[config.mk]
export PLATFORM = sky130hd
export DESIGN_NAME = muldiv_unit
export DESIGN_NICKNAME = d
export VERILOG_FILES = /design/src/rtl/muldiv_pkg.sv /design/src/rtl/muldiv_signfix.sv /design/src/rtl/muldiv_unit.sv
export SDC_FILE = /design/constraint.sdc
export NUM_CORES = 1
export LEC_CHECK = 0
export BUFFER_PORTS_ARGS = -buffer_cell sky130_fd_sc_hd__buf_2
export CAP_MARGIN = 20
export CORE_MARGIN = 8
export CORE_UTILIZATION = 46
export DETAILED_ROUTE_END_ITERATION = 10
export SYNTH_ARGS = -nofsm -noshare
export SYNTH_HDL_FRONTEND = slang
export SYNTH_HIERARCHICAL = 1
export SYNTH_SLANG_ARGS = --single-unit
export TNS_END_PERCENT = 30
[constraint.sdc]
create_clock -name clk -period 6.12 [get_ports clk]
set_input_delay 1.224 -clock clk [delete_from_list [all_inputs] [get_ports clk]]
set_output_delay 1.224 -clock clk [all_outputs]
set_load 0.02 [all_outputs]
[src/rtl/muldiv_pkg.sv]
// Shared definitions for the RV32M multiply/divide unit: op encoding, FSM states, iteration count.
// The ALU control decoder imports the op codes from here so the encoding lives in one place.
package muldiv_pkg;

  localparam logic [5:0] OP_MUL    = 6'b010000;
  localparam logic [5:0] OP_MULH   = 6'b010001;
  localparam logic [5:0] OP_MULHSU = 6'b010010;
  localparam logic [5:0] OP_MULHU  = 6'b010011;
  localparam logic [5:0] OP_DIV    = 6'b010100;
  localparam logic [5:0] OP_DIVU   = 6'b010101;
  localparam logic [5:0] OP_REM    = 6'b010110;
  localparam logic [5:0] OP_REMU   = 6'b010111;

  localparam logic [2:0] OP_GRP_M  = 3'b010;

  localparam int         ITER_CNT  = 32;
  localparam logic [5:0] ITER_LAST = 6'(ITER_CNT - 1);

  typedef enum logic [1:0] {
    IDLE = 2'd0,
    CALC = 2'd1,
    DONE = 2'd2
  } state_t;

  // op[2:0]: 000 mul, 001 mulh, 010 mulhsu, 011 mulhu, 100 div, 101 divu, 110 rem, 111 remu
  function automatic logic op_a_signed(input logic [5:0] op);
    return op[2] ? ~op[0] : (op[1:0] != 2'b11);
  endfunction

  function automatic logic op_b_signed(input logic [5:0] op);
    return op[2] ? ~op[0] : ~op[1];
  endfunction

endpackage

[src/rtl/muldiv_signfix.sv]
// Sign handling shared by multiply and divide: operand magnitudes on entry,
// conditional two's-complement negation of the raw result on exit.
module muldiv_signfix #(
  parameter int W = 32
) (
  input  logic [W-1:0]   i_a,
  input  logic [W-1:0]   i_b,
  input  logic           i_a_signed,
  input  logic           i_b_signed,
  input  logic [2*W-1:0] i_val,
  input  logic           i_neg,
  output logic [W-1:0]   o_mag_a,
  output logic [W-1:0]   o_mag_b,
  output logic           o_sign_a,
  output logic           o_sign_b,
  output logic [2*W-1:0] o_val
);

  assign o_sign_a = i_a_signed & i_a[W-1];
  assign o_sign_b = i_b_signed & i_b[W-1];

  assign o_mag_a  = o_sign_a ? -i_a : i_a;
  assign o_mag_b  = o_sign_b ? -i_b : i_b;

  assign o_val    = i_neg ? -i_val : i_val;

endmodule

[src/rtl/muldiv_unit.sv]
// Iterative RV32M multiply/divide unit: radix-2 shift-add multiply, restoring divide,
// 33-cycle latency with a one-cycle fast path for divide-by-zero and signed overflow.
//
// state | meaning
// IDLE  | waiting for start (blocked while the done pulse is out)
// CALC  | one shift-add / shift-subtract iteration per edge, counter 0..31
// DONE  | result registered; done pulses in the following cycle
module muldiv_unit
  import muldiv_pkg::*;
#(
  parameter int XLEN = 32
) (
  input  logic            clk,
  input  logic            reset,
  input  logic            start,
  input  logic [5:0]      op,
  input  logic [XLEN-1:0] a,
  input  logic [XLEN-1:0] b,
  output logic            busy,
  output logic            done,
  output logic [XLEN-1:0] result
);

  state_t              r_state;
  state_t              w_state_nxt;
  logic [5:0]          r_cnt;
  logic [2:0]          r_fn;
  logic [2*XLEN-1:0]   r_acc;
  logic [XLEN-1:0]     r_opnd;
  logic                r_neg;
  logic [XLEN-1:0]     r_result;
  logic                r_done;

  logic                w_accept;
  logic                w_iter;
  logic                w_last;
  logic                w_fast;
  logic                w_b_zero;
  logic                w_ovf;
  logic [XLEN-1:0]     w_fast_result;

  logic [XLEN-1:0]     w_mag_a;
  logic [XLEN-1:0]     w_mag_b;
  logic                w_sign_a;
  logic                w_sign_b;
  logic [2*XLEN-1:0]   w_fix_in;
  logic [2*XLEN-1:0]   w_fixed;

  logic [XLEN:0]       w_mul_sum;
  logic [2*XLEN-1:0]   w_mul_nxt;
  logic [XLEN:0]       w_rem_sh;
  logic [XLEN:0]       w_diff;
  logic [2*XLEN-1:0]   w_div_nxt;
  logic [2*XLEN-1:0]   w_acc_nxt;
  logic [XLEN-1:0]     w_calc_result;

  localparam logic [XLEN-1:0] INT_MIN = {1'b1, {(XLEN-1){1'b0}}};

  muldiv_signfix #(.W(XLEN)) u_signfix (
    .i_a        (a),
    .i_b        (b),
    .i_a_signed (op_a_signed(op)),
    .i_b_signed (op_b_signed(op)),
    .i_val      (w_fix_in),
    .i_neg      (r_neg),
    .o_mag_a    (w_mag_a),
    .o_mag_b    (w_mag_b),
    .o_sign_a   (w_sign_a),
    .o_sign_b   (w_sign_b),
    .o_val      (w_fixed)
  );

  // Special cases that bypass the iterative datapath
  assign w_b_zero = (b == '0);
  assign w_ovf    = ((op == OP_DIV) || (op == OP_REM)) && (a == INT_MIN) && (b == '1);
  assign w_fast   = op[2] && (w_b_zero || w_ovf);

  always_comb begin
    w_fast_result = '0;
    if (w_b_zero)
      w_fast_result = op[1] ? a : '1;
    else if (w_ovf)
      w_fast_result = op[1] ? '0 : INT_MIN;
  end

  always_comb begin
    w_mul_sum = {1'b0, r_acc[2*XLEN-1:XLEN]} + {1'b0, (r_acc[0] ? r_opnd : '0)};
    w_mul_nxt = {w_mul_sum, r_acc[XLEN-1:1]};
    w_rem_sh  = r_acc[2*XLEN-1:XLEN-1];
    w_diff    = w_rem_sh - {1'b0, r_opnd};
    w_div_nxt = w_diff[XLEN] ? {r_acc[2*XLEN-2:0], 1'b0}
                             : {w_diff[XLEN-1:0], r_acc[XLEN-2:0], 1'b1};
    w_acc_nxt = r_fn[2] ? w_div_nxt : w_mul_nxt;
  end

  // Divide feeds only the selected half into the negator; multiply negates the full product
  always_comb begin
    w_fix_in      = w_acc_nxt;
    w_calc_result = w_fixed[2*XLEN-1:XLEN];
    if (r_fn[2]) begin
      w_fix_in      = {{XLEN{1'b0}}, (r_fn[1] ? w_acc_nxt[2*XLEN-1:XLEN] : w_acc_nxt[XLEN-1:0])};
      w_calc_result = w_fixed[XLEN-1:0];
    end else if (r_fn[1:0] == 2'b00) begin
      w_calc_result = w_fixed[XLEN-1:0];
    end
  end

  assign w_accept = (r_state == IDLE) && !r_done && start && (op[5:3] == OP_GRP_M);
  assign w_last   = (r_cnt == ITER_LAST);

  always_ff @(posedge clk or posedge reset) begin
    if (reset)
      r_state <= IDLE;
    else
      r_state <= w_state_nxt;
  end

  always_comb begin
    w_state_nxt = r_state;
    case (r_state)
      IDLE:    if (w_accept) w_state_nxt = w_fast ? DONE : CALC;
      CALC:    if (w_last) w_state_nxt = DONE;
      DONE:    w_state_nxt = IDLE;
      default: w_state_nxt = IDLE;
    endcase
  end

  always_comb begin
    busy   = 1'b0;
    w_iter = 1'b0;
    case (r_state)
      CALC: begin
        busy   = 1'b1;
        w_iter = 1'b1;
      end
      DONE:    busy = 1'b1;
      default: ;
    endcase
  end

  always_ff @(posedge clk or posedge reset) begin
    if (reset) begin
      r_cnt    <= '0;
      r_fn     <= '0;
      r_acc    <= '0;
      r_opnd   <= '0;
      r_neg    <= 1'b0;
      r_result <= '0;
      r_done   <= 1'b0;
    end else begin
      r_done <= (r_state == DONE);
      if (w_accept) begin
        r_fn  <= op[2:0];
        r_cnt <= '0;
        r_neg <= (op[2] && op[1]) ? w_sign_a : (w_sign_a ^ w_sign_b);
        if (op[2]) begin
          r_acc  <= {{XLEN{1'b0}}, w_mag_a};
          r_opnd <= w_mag_b;
        end else begin
          r_acc  <= {{XLEN{1'b0}}, w_mag_b};
          r_opnd <= w_mag_a;
        end
        if (w_fast)
          r_result <= w_fast_result;
      end else if (w_iter) begin
        r_acc <= w_acc_nxt;
        if (w_last) begin
          r_cnt    <= '0;
          r_result <= w_calc_result;
        end else begin
          r_cnt <= r_cnt + 6'd1;
        end
      end
    end
  end

  assign done   = r_done;
  assign result = r_result;

endmodule
==> results of run 1 <==
## cells in the mapped netlist, drive strengths merged, types with 9 or more instances
library cell / count / area, sq um
dfrtp: 141 / 3530
nand2b: 42 / 263
nand2: 245 / 920
or4: 16 / 131
o21ai: 190 / 951
inv: 84 / 315
nor2: 167 / 627
or3: 20 / 136
nor4: 34 / 255
and3: 11 / 68.8
buf: 24 / 134
a211oi: 15 / 113
o41ai: 22 / 226
mux2i: 100 / 1000
o31ai: 36 / 275
nor3: 31 / 160
and2: 48 / 300
o211ai: 62 / 465
nand3: 23 / 115
a31oi: 20 / 125
a21o: 37 / 278
nor2b: 10 / 62.6
ha: 71 / 888
xor2: 51 / 447
clkbuf: 110 / 413
a21oi: 224 / 1120
nand4: 33 / 219
a32o: 9 / 90.1
xnor2: 126 / 1100
## sequential cells by signal, indices dropped and copies added (netlist names)
register	cells
r_neg	1
r_cnt	6
done	1
r_acc	64
r_opnd	32
r_fn	3
r_state	2
result	32
## through the flow
step           hold WS, ps  area (sq um)  instances  worst slack, ps  util [%]
6_report               494         18000       2684              246      53.9
5_1_grt                550         18000       2684            -76.7      53.9
4_1_cts                507         17800       2675             15.9      53.2
3_5_place_dp           492         17200       2643            -59.5      51.4
3_3_place_gp           489         17200       2643            -80.7      51.4
2_1_floorplan          448         15600       2100              753         -
## critical path, delay by kind of cell (launching register included)
family,cells,cell delay [ps]
adders and majority gates,2,520
and+or+nand+nor,5,1140
DFF,1,390
muxes,1,220
buffers and inverters,6,800
xor gates and xnor gates,1,150
AOI/OAI and AO/OA,12,2580
## what timing repair did
| item | in CTS | in global routing |
|---|---|---|
| buffers inserted | 0 | 9 |
| pin swaps | 1 | 13 |
| setup endpoints to repair | 5 | 32 |
| gates resized for setup | 3 | 33 |
## layer usage
layer | track usage [%] | part of all wire, % | up-vias
li1 | - | - | 7819
met2 | 47.9 | 43 | 920
met5 | 0 | 0 | -
met3 | 6.16 | 8.3 | 130
met4 | 12.3 | 3.9 | 0
met1 | 44.4 | 45 | 8109
## area by class of cell
| cell class | count | share of cell area [%] |
|---|---|---|
| sequential | 141 | 19.6 |
| tap | 448 | 3.11 |
| multi-input combinational | 1741 | 63.4 |
| timing repair buffer | 238 | 8.76 |
| inverter | 84 | 1.78 |
| clock inverter | 14 | 0.896 |
| clock buffer | 18 | 2.44 |
## cells by family after synthesis
kind of cell	after synthesis	synth area share [%]
mux	104	6.70
flops	141	22.6
fa+ha+maj	73	5.94
compound gates	684	27.3
buf+inv	218	5.52
xor+xnor	177	9.93
simple gates	703	22.0
## worst paths after layout
check	from	end	cells past startpoint	slack [ps]
hold reg to reg	r_opnd[29]$_DFFE_PP0P_	r_opnd[29]$_DFFE_PP0P_	2	490
setup reg to reg	r_acc[31]$_DFFE_PP0P_	result[6]$_DFFE_PP0P_	27	250
min in group asynchronous	reset	r_cnt[5]$_DFFE_PP0P_	2	810
max in group asynchronous	reset	r_acc[28]$_DFFE_PP0P_	3	3980
hold / removal	r_opnd[29]$_DFFE_PP0P_	r_opnd[29]$_DFFE_PP0P_	2	490
setup / recovery	r_acc[31]$_DFFE_PP0P_	result[6]$_DFFE_PP0P_	27	250
==> results.sh, run 1 <==
export IMPL_status="completed"
export IMPL_drc=0
export IMPL_relSlewSlack_pct=36.2
export IMPL_routed_via_density=6.33
export IMPL_fmax_ghz=0.170
export IMPL_multi_input_area_sq_um=11400
export IMPL_syn_to_final_growth_pct=15.3
export IMPL_post_drt_wl_per_cell_microns=24.6
export IMPL_clk_pin_slew_ps=70
export IMPL_fin_crit_ps=5870
export IMPL_clk_latency_ps=460
export IMPL_synthDistinctLibCells=80
export IMPL_crit_type="reg2reg"
export IMPL_synth_area_sq_um=15600
export IMPL_gp_congestion=1.03
export IMPL_setup_violations=0
export IMPL_seq_area_sq_um=3530
export IMPL_antenna_found_initial=1
export IMPL_ant_nets=0
export IMPL_end_kind="flop"
export IMPL_worst_pin_slew_ps=948
export IMPL_die_y_microns=200
export IMPL_setup_tns_ps=0
export IMPL_cts_buffer_depth=2
export IMPL_async_flop_share_pct=100
export IMPL_yosysWarnings=6
export IMPL_initial_core_util_pct=46.7
export IMPL_crit_path_max_fanout=13
export IMPL_grt_overflow=0
export IMPL_nets=2369
export IMPL_post_dp_hpwl_mm=51.4
export IMPL_slew_violations=0
export IMPL_rows=67
export IMPL_cts_root_buffer="clkbuf_16"
export IMPL_vias=17000
export IMPL_cts_tree="yes"
export IMPL_n_fill_cell=3282
export IMPL_drt_iter0_drc=2011
export IMPL_grtUsageTotal_pct=31.8
export IMPL_core_sq_um=33400
export IMPL_rsz0062_at_grt="yes"
export IMPL_numCtsBuffers=17
export IMPL_synth_seq_cells=141
export IMPL_skew_ps=14.0
export IMPL_chipWidth_microns=200
export IMPL_die_area_sq_um=40100
export IMPL_finalHoldViolCount=0
export IMPL_post_route_period_util_pct=96.0
export IMPL_htreeDepth=4
export IMPL_postSynthCellCount=2100
export IMPL_synth_edf_count=0
export IMPL_syn_num_nets=2246
export IMPL_worst_path_max_delay_cell="or3_4"
export IMPL_numPortBuffers=106
export IMPL_ys_seq_area_share_pct=22.6
export IMPL_slowest_delay_ps=490
export IMPL_grt_max_degree=159
export IMPL_hold_class="reg2reg"
export IMPL_cts_hold_buf=0
export IMPL_clock_sinks=141
export IMPL_final_common_cell="nand2_1"
export IMPL_antenna_diode_count=0
export IMPL_max_cap_violations=0
export IMPL_wirelength_mm=66.1
export IMPL_grt_pass1_vias=16300
export IMPL_layout_common_cells="245 x nand2_1, 216 x a21oi_1, 176 x o21ai_0"
export IMPL_synth_flop_cell="dfrtp_1"
export IMPL_start_kind="flop"
export IMPL_top_level_ports=107
export IMPL_grt_pass1_wl_mm=101
export IMPL_dr_pass1_iters=6
export IMPL_required_ps=6500
export IMPL_cp_arrival_ps=6260
export IMPL_layout_drive_gt1_share_pct=15.4
export IMPL_syn_area_per_cell_sq_um=7.44
Power of run 1 is left out: the tool's default activity adds up to more than one toggle a clock period on the data nets, which glitch-free logic cannot reach.
==> run 2: changes to the inputs <==
--- a/config.mk
+++ b/config.mk
@@ -9,9 +9,10 @@
 export CAP_MARGIN = 20
 export CORE_MARGIN = 8
 export CORE_UTILIZATION = 46
+export CTS_CLUSTER_SIZE = 12
 export DETAILED_ROUTE_END_ITERATION = 10
+export SETUP_SLACK_MARGIN = 0.3
 export SYNTH_ARGS = -nofsm -noshare
 export SYNTH_HDL_FRONTEND = slang
-export SYNTH_HIERARCHICAL = 1
 export SYNTH_SLANG_ARGS = --single-unit
 export TNS_END_PERCENT = 30
==> run 2 against run 1 <==
Sequential share of layout area shrank 0.52 points. Core utilization shrank 2.0 points. Wire length grew 21%.
==> results.sh, run 2 <==
export IMPL_die_y_microns=206
export IMPL_drt_iter0_drc=2315
export IMPL_fin_util_pct=51.9
export IMPL_worst_path_max_delay_cell="or4_1"
export IMPL_drc=0
export IMPL_reg2reg_slack_ps=600
export IMPL_cts_root_buffer="clkbuf_16"
export IMPL_syn_area_per_cell_sq_um=7.09
export IMPL_chipWidth_microns=206
export IMPL_cts_tree="yes"
export IMPL_skew_ps=12.9
export IMPL_cp_cell_sequence="inv_1, ha_1, inv_1, fa_1, a211oi_2, nor4_4, o2111ai_4, a21oi_2, o21ai_4, nand2_4, o311a_1, or4_1, or3_4, nor4_4, mux2_2, a211oi_1, o21ai_1"
export IMPL_grt_pass1_wl_mm=117
export IMPL_async_flop_share_pct=100
export IMPL_yosysWarnings=0
export IMPL_postCtsSetupBuffers=0
export IMPL_cp_arrival_ps=5860
export IMPL_largest_reg_flops=64
export IMPL_ys_seq_area_share_pct=21.1
export IMPL_die_area_sq_um=42600
export IMPL_instances_no_fill=2891
export IMPL_synth_flop_cell="dfrtp_1"
export IMPL_antenna_found_initial=6
export IMPL_required_ps=6460
export IMPL_reg2reg_depth=17
export IMPL_post_place_cells=2858
export IMPL_post_dp_hpwl_mm=63.6
export IMPL_grt_max_degree=94
export IMPL_syn_num_nets=2500
export IMPL_vias=19500
export IMPL_synth_seq_cells=141
export IMPL_setup_violations=0
export IMPL_n_fill_cell=3670
export IMPL_core_sq_um=35700
export IMPL_yosysMostFrequentCell="nand2_1"
export IMPL_dr_pass1_iters=6
export IMPL_hold_depth=2
export IMPL_post_cts_resize_count=0
export IMPL_crit_buf_inv=2
export IMPL_r2r_end="result[23]$_DFFE_PP0P_"
export IMPL_post_route_period_util_pct=90.2
export IMPL_cts_buffer_depth=2
export IMPL_max_cap_violations=0
export IMPL_numCtsBuffers=17
export IMPL_synth_top_area_share_pct=21.1
export IMPL_fin_crit_ps=5520
export IMPL_largest_register="r_acc"
export IMPL_nets=2563
export IMPL_grtUsageTotal_pct=37.0
export IMPL_routed_via_density=6.74
export IMPL_finalHoldViolCount=0
export IMPL_grt_pass1_vias=17800
export IMPL_path_delay_family="simple AND/OR/NAND/NOR gates"
export IMPL_crit_type="reg2reg"
export IMPL_yosys_top_cells_area="dfrtp_1 21%, o21ai_0 7.6%, nand2_1 7.4%, a21oi_1 6.1%, ha_1 5.4%"
export IMPL_synth_area_sq_um=16700
export IMPL_htreeDepth=4
export IMPL_fmax_ghz=0.181
export IMPL_setup_tns_ps=0
export IMPL_synth_largest_area_cell="dfrtp_1"
export IMPL_start_kind="flop"
export IMPL_postSynthCellCount=2353
export IMPL_slowest_delay_ps=670
export IMPL_layout_common_cells="327 x nand2_1, 255 x o21ai_0, 205 x a21oi_1"
export IMPL_synthDistinctLibCells=91
export IMPL_multi_input_area_sq_um=12400
export IMPL_wirelength_mm=79.9
export IMPL_crit_path_max_fanout=19
export IMPL_post_drt_wl_per_cell_microns=27.7
export IMPL_hold_class="reg2reg"
export IMPL_rsz0062_at_grt="yes"
export IMPL_clock_sinks=141
export IMPL_syn_to_final_growth_pct=10.9
export IMPL_grt_overflow=0
export IMPL_numPortBuffers=106
export IMPL_worst_pin_slew_ps=1040
export IMPL_final_common_cell="nand2_1"
export IMPL_slew_violations=0
export IMPL_cts_hold_buf=0
export IMPL_initial_core_util_pct=46.8
export IMPL_rr_startpoint="r_acc[31]$_DFFE_PP0P_"
export IMPL_hold_path_end="r_opnd[0]$_DFFE_PP0P_"
export IMPL_relSlewSlack_pct=29.6
export IMPL_layout_drive_gt1_share_pct=11.7
export IMPL_rows=69
export IMPL_clk_pin_slew_ps=70
export IMPL_status="completed"
export IMPL_ant_nets=0
export IMPL_synthTopCellsByCount="327 x nand2_1, 255 x o21ai_0, 205 x a21oi_1"
export IMPL_seq_area_sq_um=3530
export IMPL_synth_edf_count=0
export IMPL_top_level_ports=107
export IMPL_min_delay_start="r_opnd[0]$_DFFE_PP0P_"
export IMPL_clk_latency_ps=460
export IMPL_gp_congestion=1.06
export IMPL_end_kind="flop"
## run 2: tightest hold or removal path, stage by stage, from the launching register on
cell and delay, ps:
dfrtp_1 360, nand2_1 50, o21ai_0 60
## run 2: per-layer routing
metal  GRT usage [%]  up-vias  share of wire (%)
met5               0        -              0.055
met4            19.7        6                6.0
met3            8.79      240                 10
met2            57.4     1142                 44
met1            47.2     9280                 40
li1                -     8822                  -
## run 2: worst max-delay path by stage
stage | end | depth (start not counted) | start | slack [ps]
finish | result[23]$_DFFE_PP0P_ | 17 | r_acc[31]$_DFFE_PP0P_ | 600
floorplan | result[4]$_DFFE_PP0P_ | 24 | r_acc[31]$_DFFE_PP0P_ | 1080
CTS | result[23]$_DFFE_PP0P_ | 17 | r_acc[31]$_DFFE_PP0P_ | 540
global route | result[13]$_DFFE_PP0P_ | 18 | r_acc[31]$_DFFE_PP0P_ | 300
detailed placement | result[23]$_DFFE_PP0P_ | 17 | r_acc[31]$_DFFE_PP0P_ | 600
global placement | result[23]$_DFFE_PP0P_ | 17 | r_acc[31]$_DFFE_PP0P_ | 660
## run 2: per-stage QoR
step / instance area, sq um / setup WS (ps) / hold WS [ps]
2_1_floorplan: 16700 / 1080 / 463
3_5_place_dp: 17900 / 598 / 492
4_1_cts: 18500 / 544 / 509
5_1_grt: 18500 / 295 / 541
3_3_place_gp: 17900 / 656 / 488
6_report: 18500 / 598 / 506
## run 2: logic make-up after synthesis
kind of cell | count (synthesis) | synth area share (%)
xor gates and xnor gates | 120 | 6.30
AOI/OAI and AO/OA | 838 | 31.8
buffers and inverters | 214 | 5.04
muxes | 67 | 4.09
adders and majority gates | 74 | 5.64
DFF | 141 | 21.1
and+or+nand+nor | 899 | 25.9
## run 2: cell type report
cell class	count	area share, %
timing repair buffer	193	6.39
antenna	1	0.0135
inverter	65	1.35
sequential	141	19.1
clock buffer	19	2.45
multi-input combinational	1998	66.8
tap	461	3.12
clock inverter	13	0.831
Power of run 2 is left out for the same reason.
